File: src/rtl/isa_cmd_pkg.sv
`default_nettype none
// ============================================================================
// Module   : isa_cmd_pkg
// Purpose  : Shared definitions for the ISA command register bank: Avalon
//            word offsets, CONTROL/STATUS bit positions and the command FSM
//            state type.
// Revision : 1.0 - initial release
// ============================================================================
package isa_cmd_pkg;

    // Avalon word offsets
    localparam logic [2:0] REG_ADDR    = 3'd0;
    localparam logic [2:0] REG_DATA    = 3'd1;
    localparam logic [2:0] REG_CONTROL = 3'd2;
    localparam logic [2:0] REG_STATUS  = 3'd3;
    localparam logic [2:0] REG_TIMEOUT = 3'd4;
    localparam logic [2:0] REG_ID      = 3'd5;

    // CONTROL bit positions
    localparam int CTRL_GO     = 0;
    localparam int CTRL_DIR    = 1;
    localparam int CTRL_IO     = 2;
    localparam int CTRL_IRQ_EN = 3;

    // STATUS bit positions
    localparam int STAT_BUSY = 0;
    localparam int STAT_DONE = 1;
    localparam int STAT_ERR  = 2;
    localparam int STAT_IRQ  = 3;

    // Command FSM
    typedef enum logic [0:0] {
        IDLE = 1'b0,
        REQ  = 1'b1
    } cmd_state_t;

endpackage : isa_cmd_pkg
`default_nettype wire

File: src/rtl/isa_cmd_regfile_register.sv
`default_nettype none
// ============================================================================
// Module   : isa_cmd_regfile_register
// Purpose  : Generic loadable register with asynchronous active-low reset.
// Ports    : clk   - clock
//            reset - asynchronous active-low reset, loads RST_VAL
//            load  - when high, q takes d at the next rising edge
//            d     - data in   [WIDTH-1:0]
//            q     - data out  [WIDTH-1:0]
// Revision : 1.0 - initial release
// ============================================================================
module isa_cmd_regfile_register #(
    parameter int               WIDTH   = 8,
    parameter logic [WIDTH-1:0] RST_VAL = '0
) (
    input  logic             clk,
    input  logic             reset,
    input  logic             load,
    input  logic [WIDTH-1:0] d,
    output logic [WIDTH-1:0] q
);

    always_ff @(posedge clk or negedge reset) begin
        if (!reset) begin
            q <= RST_VAL;
        end else if (load) begin
            q <= d;
        end
    end

endmodule : isa_cmd_regfile_register
`default_nettype wire

File: src/rtl/isa_cmd_regfile.sv
`default_nettype none
// ============================================================================
// Module   : isa_cmd_regfile
// Purpose  : Avalon-MM slave register bank for the CT2960 riser host
//            interface. Holds ISA address, data and control, launches one
//            ISA command per GO write over a req/ack handshake, captures read
//            data, detects timeouts and raises a maskable level interrupt.
// Ports    : clk, reset (async, active-low)
//            address/write/read/writedata/byteenable -> Avalon slave inputs
//            readdata/readdatavalid                  -> Avalon read return
//            control_reset  - synchronous soft clear of CONTROL/STATUS/FSM
//            address_out, data_out, control_out      -> register contents
//            cmd_req / cmd_ack / cmd_rdata           -> ISA cycle engine
//            irq            - level interrupt
// Revision : 1.0 - initial release
// ============================================================================
module isa_cmd_regfile
    import isa_cmd_pkg::*;
#(
    parameter int           ADDR_W      = 20,
    parameter int           DATA_W      = 16,
    parameter logic [15:0]  TIMEOUT_RST = 16'd255,
    parameter logic [31:0]  BLOCK_ID    = 32'h2960_0001
) (
    input  logic              clk,
    input  logic              reset,
    input  logic [2:0]        address,
    input  logic              write,
    input  logic              read,
    input  logic [31:0]       writedata,
    input  logic [3:0]        byteenable,
    output logic [31:0]       readdata,
    output logic              readdatavalid,
    input  logic              control_reset,
    output logic [ADDR_W-1:0] address_out,
    output logic [DATA_W-1:0] data_out,
    output logic [7:0]        control_out,
    output logic              cmd_req,
    input  logic              cmd_ack,
    input  logic [DATA_W-1:0] cmd_rdata,
    output logic              irq
);

    localparam int ADDR_LANES = (ADDR_W + 7) / 8;
    localparam int DATA_LANES = (DATA_W + 7) / 8;

    cmd_state_t        state_q;
    cmd_state_t        state_d;
    logic              busy;
    logic              wr_ok;
    logic              wr_addr;
    logic              wr_data;
    logic              wr_ctrl;
    logic              wr_tmo;
    logic              w1c;
    logic              go;
    logic              ack_hit;
    logic              expire;
    logic [7:0]        ctrl_d;
    logic              ctrl_load;
    logic [7:0]        ctrl_q;
    logic [15:0]       timeout_q;
    logic [15:0]       cnt_q;
    logic [DATA_W-1:0] rdata_q;
    logic              done_q;
    logic              err_q;
    logic              irq_q;
    logic [31:0]       rd_mux;

    // Register bank writes are frozen while a command is in flight and
    // whenever the soft clear is asserted.
    assign busy    = (state_q == REQ);
    assign wr_ok   = write & ~busy & ~control_reset;
    assign wr_addr = wr_ok & (address == REG_ADDR);
    assign wr_data = wr_ok & (address == REG_DATA);
    assign wr_ctrl = wr_ok & (address == REG_CONTROL);
    assign wr_tmo  = wr_ok & (address == REG_TIMEOUT);
    assign w1c     = write & (address == REG_STATUS) & byteenable[0];

    assign go      = wr_ctrl & byteenable[0] & writedata[CTRL_GO];
    assign ack_hit = busy & cmd_ack;
    // Ack has priority over expiry in the same cycle.
    assign expire  = busy & ~cmd_ack & (timeout_q != 16'd0) &
                     (cnt_q == (timeout_q - 16'd1));

    // ------------------------------------------------------------------
    // Byte-lane registers
    // ------------------------------------------------------------------
    for (genvar gi = 0; gi < ADDR_LANES; gi++) begin : g_addr_lane
        localparam int LO = 8 * gi;
        localparam int W  = ((ADDR_W - LO) > 8) ? 8 : (ADDR_W - LO);
        isa_cmd_regfile_register #(.WIDTH(W), .RST_VAL('0)) u_reg (
            .clk   (clk),
            .reset (reset),
            .load  (wr_addr & byteenable[gi]),
            .d     (writedata[LO +: W]),
            .q     (address_out[LO +: W])
        );
    end

    for (genvar gi = 0; gi < DATA_LANES; gi++) begin : g_data_lane
        localparam int LO = 8 * gi;
        localparam int W  = ((DATA_W - LO) > 8) ? 8 : (DATA_W - LO);
        isa_cmd_regfile_register #(.WIDTH(W), .RST_VAL('0)) u_reg (
            .clk   (clk),
            .reset (reset),
            .load  (wr_data & byteenable[gi]),
            .d     (writedata[LO +: W]),
            .q     (data_out[LO +: W])
        );
    end

    for (genvar gi = 0; gi < 2; gi++) begin : g_tmo_lane
        isa_cmd_regfile_register #(.WIDTH(8), .RST_VAL(TIMEOUT_RST[8*gi +: 8])) u_reg (
            .clk   (clk),
            .reset (reset),
            .load  (wr_tmo & byteenable[gi]),
            .d     (writedata[8*gi +: 8]),
            .q     (timeout_q[8*gi +: 8])
        );
    end

    // GO is a strobe and is never stored; the soft clear reuses the load
    // path with zero data so CONTROL stays a plain register.
    assign ctrl_d    = control_reset ? 8'h00 : {writedata[7:1], 1'b0};
    assign ctrl_load = control_reset | (wr_ctrl & byteenable[0]);

    isa_cmd_regfile_register #(.WIDTH(8), .RST_VAL(8'h00)) u_ctrl_reg (
        .clk   (clk),
        .reset (reset),
        .load  (ctrl_load),
        .d     (ctrl_d),
        .q     (ctrl_q)
    );

    assign control_out = ctrl_q;
    assign cmd_req     = busy;
    assign irq         = irq_q;

    // ------------------------------------------------------------------
    // Command FSM
    // ------------------------------------------------------------------
    always_ff @(posedge clk or negedge reset) begin
        if (!reset) begin
            state_q <= IDLE;
        end else begin
            state_q <= state_d;
        end
    end

    always_comb begin
        state_d = state_q;
        case (state_q)
            IDLE:    if (go) state_d = REQ;
            REQ:     if (ack_hit | expire) state_d = IDLE;
            default: state_d = IDLE;
        endcase
        if (control_reset) begin
            state_d = IDLE;
        end
    end

    // ------------------------------------------------------------------
    // Status, timeout counter, read-data capture and interrupt
    // ------------------------------------------------------------------
    always_ff @(posedge clk or negedge reset) begin
        if (!reset) begin
            cnt_q   <= 16'd0;
            rdata_q <= '0;
            done_q  <= 1'b0;
            err_q   <= 1'b0;
            irq_q   <= 1'b0;
        end else if (control_reset) begin
            done_q  <= 1'b0;
            err_q   <= 1'b0;
            irq_q   <= 1'b0;
        end else begin
            irq_q <= ctrl_q[CTRL_IRQ_EN] & (done_q | err_q);

            if (go) begin
                cnt_q <= 16'd0;
            end else if (busy) begin
                cnt_q <= cnt_q + 16'd1;
            end

            // Set beats W1C; GO clears both flags for the new command.
            if (ack_hit) begin
                done_q <= 1'b1;
            end else if (go || (w1c && writedata[STAT_DONE])) begin
                done_q <= 1'b0;
            end

            if (expire) begin
                err_q <= 1'b1;
            end else if (go || (w1c && writedata[STAT_ERR])) begin
                err_q <= 1'b0;
            end

            if (ack_hit && !ctrl_q[CTRL_DIR]) begin
                rdata_q <= cmd_rdata;
            end
        end
    end

    // ------------------------------------------------------------------
    // Read mux and registered read return (latency 1)
    // ------------------------------------------------------------------
    always_comb begin
        rd_mux = 32'd0;
        case (address)
            REG_ADDR:    rd_mux = 32'(address_out);
            REG_DATA:    rd_mux = 32'(rdata_q);
            REG_CONTROL: rd_mux = {24'd0, ctrl_q};
            REG_STATUS:  rd_mux = {28'd0, irq_q, err_q, done_q, busy};
            REG_TIMEOUT: rd_mux = {16'd0, timeout_q};
            REG_ID:      rd_mux = BLOCK_ID;
            default:     rd_mux = 32'd0;
        endcase
    end

    always_ff @(posedge clk or negedge reset) begin
        if (!reset) begin
            readdata      <= 32'd0;
            readdatavalid <= 1'b0;
        end else begin
            readdatavalid <= read;
            readdata      <= read ? rd_mux : 32'd0;
        end
    end

    // Upper write-data bits and lane enables beyond the register widths
    // are intentionally dropped.
    logic unused_bits;
    assign unused_bits = &{1'b0, writedata, byteenable};

endmodule : isa_cmd_regfile
`default_nettype wire

File: config.mk
export PLATFORM = sky130hd
export DESIGN_NAME = isa_cmd_regfile
export DESIGN_NICKNAME = d
export VERILOG_FILES = /design/src/rtl/isa_cmd_pkg.sv /design/src/rtl/isa_cmd_regfile_register.sv /design/src/rtl/isa_cmd_regfile.sv
export SDC_FILE = /design/constraint.sdc
export NUM_CORES = 1
export LEC_CHECK = 0
export BUFFER_PORTS_ARGS = -buffer_cell sky130_fd_sc_hd__clkbuf_2
export CORE_ASPECT_RATIO = 0.6
export CORE_UTILIZATION = 40
export DETAILED_ROUTE_END_ITERATION = 16
export PLACE_DENSITY = 0.74
export REMOVE_ABC_BUFFERS = 1
export SETUP_SLACK_MARGIN = 0.1
export SLEW_MARGIN = 0
export SYNTH_ARGS = -nofsm -noshare
export SYNTH_HDL_FRONTEND = slang
export SYNTH_SLANG_ARGS = --single-unit
File: constraint.sdc
create_clock -name clk -period 2.25 [get_ports clk]
set_input_delay 0.1125 -clock clk [delete_from_list [all_inputs] [get_ports clk]]
set_output_delay 0.1125 -clock clk [all_outputs]
set_load 0.01 [all_outputs]
Yosys cells after proc, flatten, opt, wreduce, memory -nomap -nowiden
Cells that the tools add are included.
{"block": "totals", "inputBits": 61, "register_bits": 129, "out_inout_bits": 79, "wordCells": 81}
{"block": "classes", "n_eq_ne": 6, "n_reduce_logical": 13, "n_mux": 16, "add_sub_neg": 2, "bitwise_logic": 28}
{"cell": "$pmux W30 S6", "n": 1}
{"cell": "$mux W16", "n": 2}
{"cell": "$mux W32", "n": 1}
{"cell": "$and A1 B1 Y1", "n": 22}
{"cell": "$add A16 B1 Y16 const B", "n": 1}
{"cell": "$eq A16 B16 Y1", "n": 1}
{"cell": "$reduce_bool A16 Y1", "n": 1}
{"cell": "$sub A16 B1 Y16 const B", "n": 1}
{"cell": "$mux W1", "n": 10}
{"cell": "$mux W8", "n": 1}
{"cell": "$eq A3 B2 Y1 const B", "n": 2}
{"cell": "$eq A3 B3 Y1 const B", "n": 2}
{"cell": "$reduce_bool A3 Y1", "n": 2}
{"cell": "$reduce_and A2 Y1", "n": 2}
{"cell": "$eq A3 B1 Y1 const B", "n": 1}
{"cell": "$logic_and A1 B1 Y1", "n": 3}
{"cell": "$logic_not A3 Y1", "n": 1}
{"cell": "$not A1 Y1", "n": 3}
{"cell": "$or A1 B1 Y1", "n": 3}
{"cell": "$logic_or A1 B1 Y1", "n": 2}
{"cell": "$pmux W1 S2", "n": 1}
{"cell": "$reduce_bool A2 Y1", "n": 1}
{"cell": "$logic_not A1 Y1", "n": 1}

Longest topological paths before layout
{"block": "depth", "depth_word": 10, "ltp_mapped": 10, "mapped_depth_nobuf": 8}

Hierarchy
Synthesis repeated with hierarchy kept, for this count alone.
{"block": "unflattened", "hier_cells": 493, "area_unflattened_um2": 5949.5}
{"mod": "isa_cmd_regfile", "instances": 1, "cells_per_inst": 366, "area_each_um2": 3473.3, "seq_area_each_um2": 1451.4}
{"mod": "isa_cmd_regfile_register at g_addr_lane[0].u_reg ...", "instances": 6, "cells_per_inst": 17, "area_each_um2": 331.6, "seq_area_each_um2": 200.2}
{"mod": "isa_cmd_regfile_register at g_tmo_lane[0].u_reg", "instances": 1, "cells_per_inst": 17, "area_each_um2": 341.6, "seq_area_each_um2": 210.2}
{"mod": "isa_cmd_regfile_register at g_addr_lane[2].u_reg", "instances": 1, "cells_per_inst": 8, "area_each_um2": 145.1, "seq_area_each_um2": 100.1}

Worst setup path before layout
Ideal clock, no wire load.
{"block": "synth_timing", "kind": "register -> register", "start": "register g_tmo_lane[0].u_reg.q[0]", "end": "register err_q", "path_stages_with_launch": 11, "setup_slack_ns": -0.167, "arrival_ns": 2.321, "path_buffers": 2, "setup_time_ns": 0.095, "synth_period_minus_slack_ns": 2.417, "required_time_ns": 2.155, "path_cell_list": "dfstp_2 clkbuf_1 inv_1 ha_1 clkbuf_1 o21bai_1 a31oi_1 a21oi_1 o221ai_1 or4_1 o32ai_2"}
{"block": "synth_via", "elab_chain_cells": 5, "word_cells_on_any_way": 8, "cone_classes": "add/sub (1); eq/ne (1); mux (2); bitwise (2); reduce/logical (2)"}
{"element": "start: declaration", "line": "isa_cmd_regfile_register.sv:20", "text": "output logic [WIDTH-1:0] q"}
{"element": "start signal: assignment", "line": "isa_cmd_regfile_register.sv:25", "text": "q <= RST_VAL;"}
{"element": "start signal: assignment", "line": "isa_cmd_regfile_register.sv:27", "text": "q <= d;"}
{"element": "$sub A16 B1 Y16 / $reduce_bool A16 Y1 (equally long branches)", "line": "isa_cmd_regfile.sv:84, isa_cmd_regfile.sv:83"}
{"element": "$eq A16 B16 Y1 / $and A1 B1 Y1 (equally long branches)", "line": "isa_cmd_regfile.sv:84, isa_cmd_regfile.sv:83"}
{"element": "$and A1 B1 Y1 *", "line": "isa_cmd_regfile.sv:83", "text": "assign expire = busy & ~cmd_ack & (timeout_q != 16'd0) &"}
{"element": "$mux W1", "line": "isa_cmd_regfile.sv:193", "text": "if (expire) begin"}
{"element": "$mux W1", "line": "isa_cmd_regfile.sv:173", "text": "end else if (control_reset) begin"}
{"element": "end signal: assignment", "line": "isa_cmd_regfile.sv:175", "text": "err_q <= 1'b0;"}
{"element": "end signal: assignment", "line": "isa_cmd_regfile.sv:194", "text": "err_q <= 1'b1;"}
{"element": "end signal: assignment", "line": "isa_cmd_regfile.sv:196", "text": "err_q <= 1'b0;"}
{"element": "end: declaration", "line": "isa_cmd_regfile.sv:66", "text": "logic err_q;"}
Mark *: on every way between the ends. The rest lies on a longest branch, timed or not.
A chain may end at the register's enable or synchronous reset.

Worst setup path in the final report
{"block": "layout_timing", "start": "register g_tmo_lane[0].u_reg.q[5]", "end": "register state_q (netlist: cmd_req)"}
{"block": "layout_via", "elab_chain_cells": 7, "word_cells_on_any_way": 9, "cone_classes": "add/sub (1); eq/ne (1); mux (3); bitwise (3); reduce/logical (1)"}
{"element": "$sub A16 B1 Y16 / $reduce_bool A16 Y1 (equally long branches)", "line": "isa_cmd_regfile.sv:84, isa_cmd_regfile.sv:83"}
{"element": "$eq A16 B16 Y1 / $and A1 B1 Y1 (equally long branches)", "line": "isa_cmd_regfile.sv:84, isa_cmd_regfile.sv:83"}
{"element": "$and A1 B1 Y1 *", "line": "isa_cmd_regfile.sv:83"}
{"element": "$or A1 B1 Y1 *", "line": "isa_cmd_regfile.sv:155", "text": "REQ: if (ack_hit | expire) state_d = IDLE;"}
{"element": "$mux W1 *", "line": "isa_cmd_regfile.sv:155"}
{"element": "$pmux W1 S2 *", "line": "isa_cmd_regfile.sv:153", "text": "case (state_q)"}
{"element": "$mux W1 *", "line": "isa_cmd_regfile.sv:158", "text": "if (control_reset) begin"}
{"element": "net state_d", "line": "isa_cmd_regfile.sv:48", "text": "cmd_state_t state_d;"}
{"element": "end signal: assignment", "line": "isa_cmd_regfile.sv:147", "text": "state_q <= state_d;"}
{"element": "end: declaration", "line": "isa_cmd_regfile.sv:47", "text": "cmd_state_t state_q;"}
Mark *: on every way through the listed nets, which the timed path passes. The rest lies on a longest branch.

==> reports/metrics.cfg <==
[synth]
syn_area_per_cell_sq_um = 11.2
synth_most_common_cell = dfrtp_1
synth_edf_count = 0
synth_area_leaders = dfrtp_1 48%, mux2_2 15%, nor2_1 3.9%
yosysTopAreaCell = dfrtp_1
ys_seq_area_share_pct = 52.1
yosysTopAreaCellShare_pct = 48.3
synthesis.area_sq_mm = 0.00564
yosys_register_bits = 117
ys_types = 57
syn_inst = 504
yosys_warnings = 0
synth_commonest_cells = 109 x dfrtp_1, 73 x mux2_2, 59 x nor2_1
synthArstFlopShare_pct = 100
synth_top_flop_cell = dfrtp_1

[min_path]
hold_start = writedata[3]
hold_depth = 3
whs_endpoint = u_ctrl_reg.q[3]
hold_class = primary input to flip-flop

[route]
met3_length_um = 813
drc = 0
ant_nets = 0
vias = 4606
wl_per_cell_um = 17.3
top_layer = met4
drt-met1-wl_mm = 7.54
firstDrtPassIters = 5
drt_iter0_markers = 230
wl_mm = 15.3
via_per_inst = 5.19
route.met2.wl_mm = 6.86

[worst_setup_path]
r2r-end = cmd_req
crit_fanout = 5
required_ns = 2.53
critPathBufInv = 1
reg2reg_depth = 7
cp_top_family = simple AND/OR/NAND/NOR gates
end_kind = flip-flop
arrival_ns = 2.51
critPathMaxStageDelay_ns = 0.54
critical_path_class = flip-flop to flip-flop
r2r-start = g_tmo_lane[0].u_reg.q[5]
cp_slowest_cell = or4_4
cp-start-kind = flip-flop
reg2reg_slack_ns = 0.03
crit_chain = nor4_4 > buf_4 > nand3_4 > xnor2_2 > o2111ai_1 > or4_4 > o21a_1

[sta]
setup-tns-final_ns = 0
layout_setup_ws_ns = 0.0258
period_needed_ns = 2.22
final_hold_viol_count = 0
rsz0062_at_grt = true
slew_headroom_pct = 63.0
setup_viol_count_final = 0
timing.fmax_mhz = 450
finalClockSkew_ns = 0.0175
slew_viol_final = 0
period_share_pct = 98.9
worst_pin_slew_ns = 0.555

[floorplan]
rows = 33
start_util_pct = 41.2
die_w_um = 155
coreArea_sq_mm = 0.0137
die_y_um = 94.0
dieArea_sq_mm = 0.0146
io_pins = 140

[global_routing]
grt_pass1_wl_mm = 24.1
antenna_found_initial = 0
grt_pass1_vias = 4576
grt_usage_pct = 22.0
gr-total-overflow = 0
grt_max_degree = 48

[power]
p_sw_mw = 1.80
cellLeakagePower_nw = 3.68
power_density_mw_per_mm2 = 864
p_total_mw = 6.58
ir_drop_uv = 557
pwr-share-seq_pct = 39.0
p_int_mw = 4.78
switching_share_pct = 27.4
power.clock.fraction_pct = 41.8
pwr-share-comb_pct = 19.2

[placed_design]
post-place-ws_ns = -0.0385
portBuffers = 118
place.gp.congestion = 0.888
dp_hpwl_mm = 11.1
dp_cells = 821

[clocking]
cts_tree = done
htreeDepth = 4
cts_made_buffers = 17
clock_latency_ns = 0.41
path_clk_slew_ns = 0.06
clkSinkCount = 117
cts_buffer_depth = 2
ctsRootBufferMaster = clkbuf_16

[layout]
synthToLayoutAreaGrowth_pct = 35.0
finalNetCount = 746
finalNonFillerCells = 887
diodes = 0
drive_gt1_share_pct = 41.3

[status]
outcome = completed

[flow_run]
cap_violations = 0

-- per-stage QoR --
stage	hold WS, ns	utilization [%]	cell area (sq um)
floorplan	-0.183	-	5470
global placement	0.127	48.2	6610
detailed placement	0.144	48.2	6610
CTS	0.00154	55.2	7570
global route	0.0122	55.6	7620
finish	0.0196	55.6	7620
-- repair_timing --
item	CTS	global route
endpoints found under the setup margin	2	8
pin swaps	7	5
setup buffers	1	1
endpoints found under the hold margin	85	0
hold buffers	33	0
resized for setup	3	8
-- flip-flops by register name, indices dropped and copies added (netlist names), 7 cells and up --
signal / flops
g_tmo_lane.u_reg.q: 16
g_addr_lane.u_reg.q: 20
readdata: 21
cnt_q: 16
g_data_lane.u_reg.q: 16
u_ctrl_reg.q: 7
rdata_q: 16
-- routing by layer --
| layer | vias up | GRT usage, % |
|---|---|---|
| li1 | 2112 | - |
| met1 | 2323 | 31.4 |
| met2 | 161 | 33.6 |
| met3 | 10 | 5.03 |
| met4 | 0 | 5.64 |
| met5 | - | 0 |
-- final cells by class --
cell class / instances / area [sq um]
Multi-Input combinational cell: 351 / 2570
Inverter: 5 / 18.8
Clock buffer: 19 / 453
Timing Repair Buffer: 191 / 1240
Sequential cell: 117 / 2940
Fill cell: 1190 / 6090
Clock inverter: 12 / 155
Tap cell: 192 / 240
-- power by group through the flow --
stage	sequential, mW	combinational (mW)	clock [mW]
after floorplan	2.64	0.568	0
after global placement	2.58	1.13	0
after detailed placement	2.60	1.16	0
after CTS	2.56	1.24	2.82
after global routing	2.59	1.38	2.91
final	2.57	1.27	2.75
-- worst max path at each step --
stage,from,end,depth (start not counted)
6_report,g_tmo_lane[0].u_reg.q[5],cmd_req,7
5_1_grt,g_tmo_lane[0].u_reg.q[5],err_q,7
4_1_cts,g_tmo_lane[0].u_reg.q[4],err_q,7
3_5_place_dp,g_tmo_lane[0].u_reg.q[5],err_q,6
3_3_place_gp,g_tmo_lane[0].u_reg.q[5],err_q,6
2_1_floorplan,cmd_req,done_q,6
-- cell families after synthesis --
family / synth area share [%]
compound gates: 6.74
xor+xnor: 4.81
mux: 17.2
simple gates: 14.9
flops: 52.1
buf+inv: 3.81
other cells: 0.0664
fa+ha+maj: 0.443
-- cell usage in the layout, fill, tap and decap left out, types with 4 or more instances in the layout --
cell           Yosys  final
xnor2_1           16     15
o21ai_0           13     13
and3_1             8      8
nand2b_1           9      9
nand4_1            6      6
clkbuf_16          0     17
mux2i_1           15     15
nor3_1            12     11
nand2_1           29     29
dlygate4sd3_1      0     33
clkinv_4           0      4
conb_1             1      8
dfstp_2            8      8
nand3_1           13     12
buf_4             12     39
xor2_1            15     15
inv_1              5      5
clkbuf_2           0    117
a31oi_1            6      6
a21oi_1           18     18
nor2_1            59     58
mux2_2            73     73
dfrtp_1          109    109
-- worst register-to-register path, stage by stage (launching register included) --
cell	delay, ns
dfstp_2	0.38
nor4_4	0.46
buf_4	0.23
nand3_4	0.07
xnor2_2	0.13
o2111ai_1	0.11
or4_4	0.54
o21a_1	0.19
No activity file was read; power rests on OpenSTA's default activity.
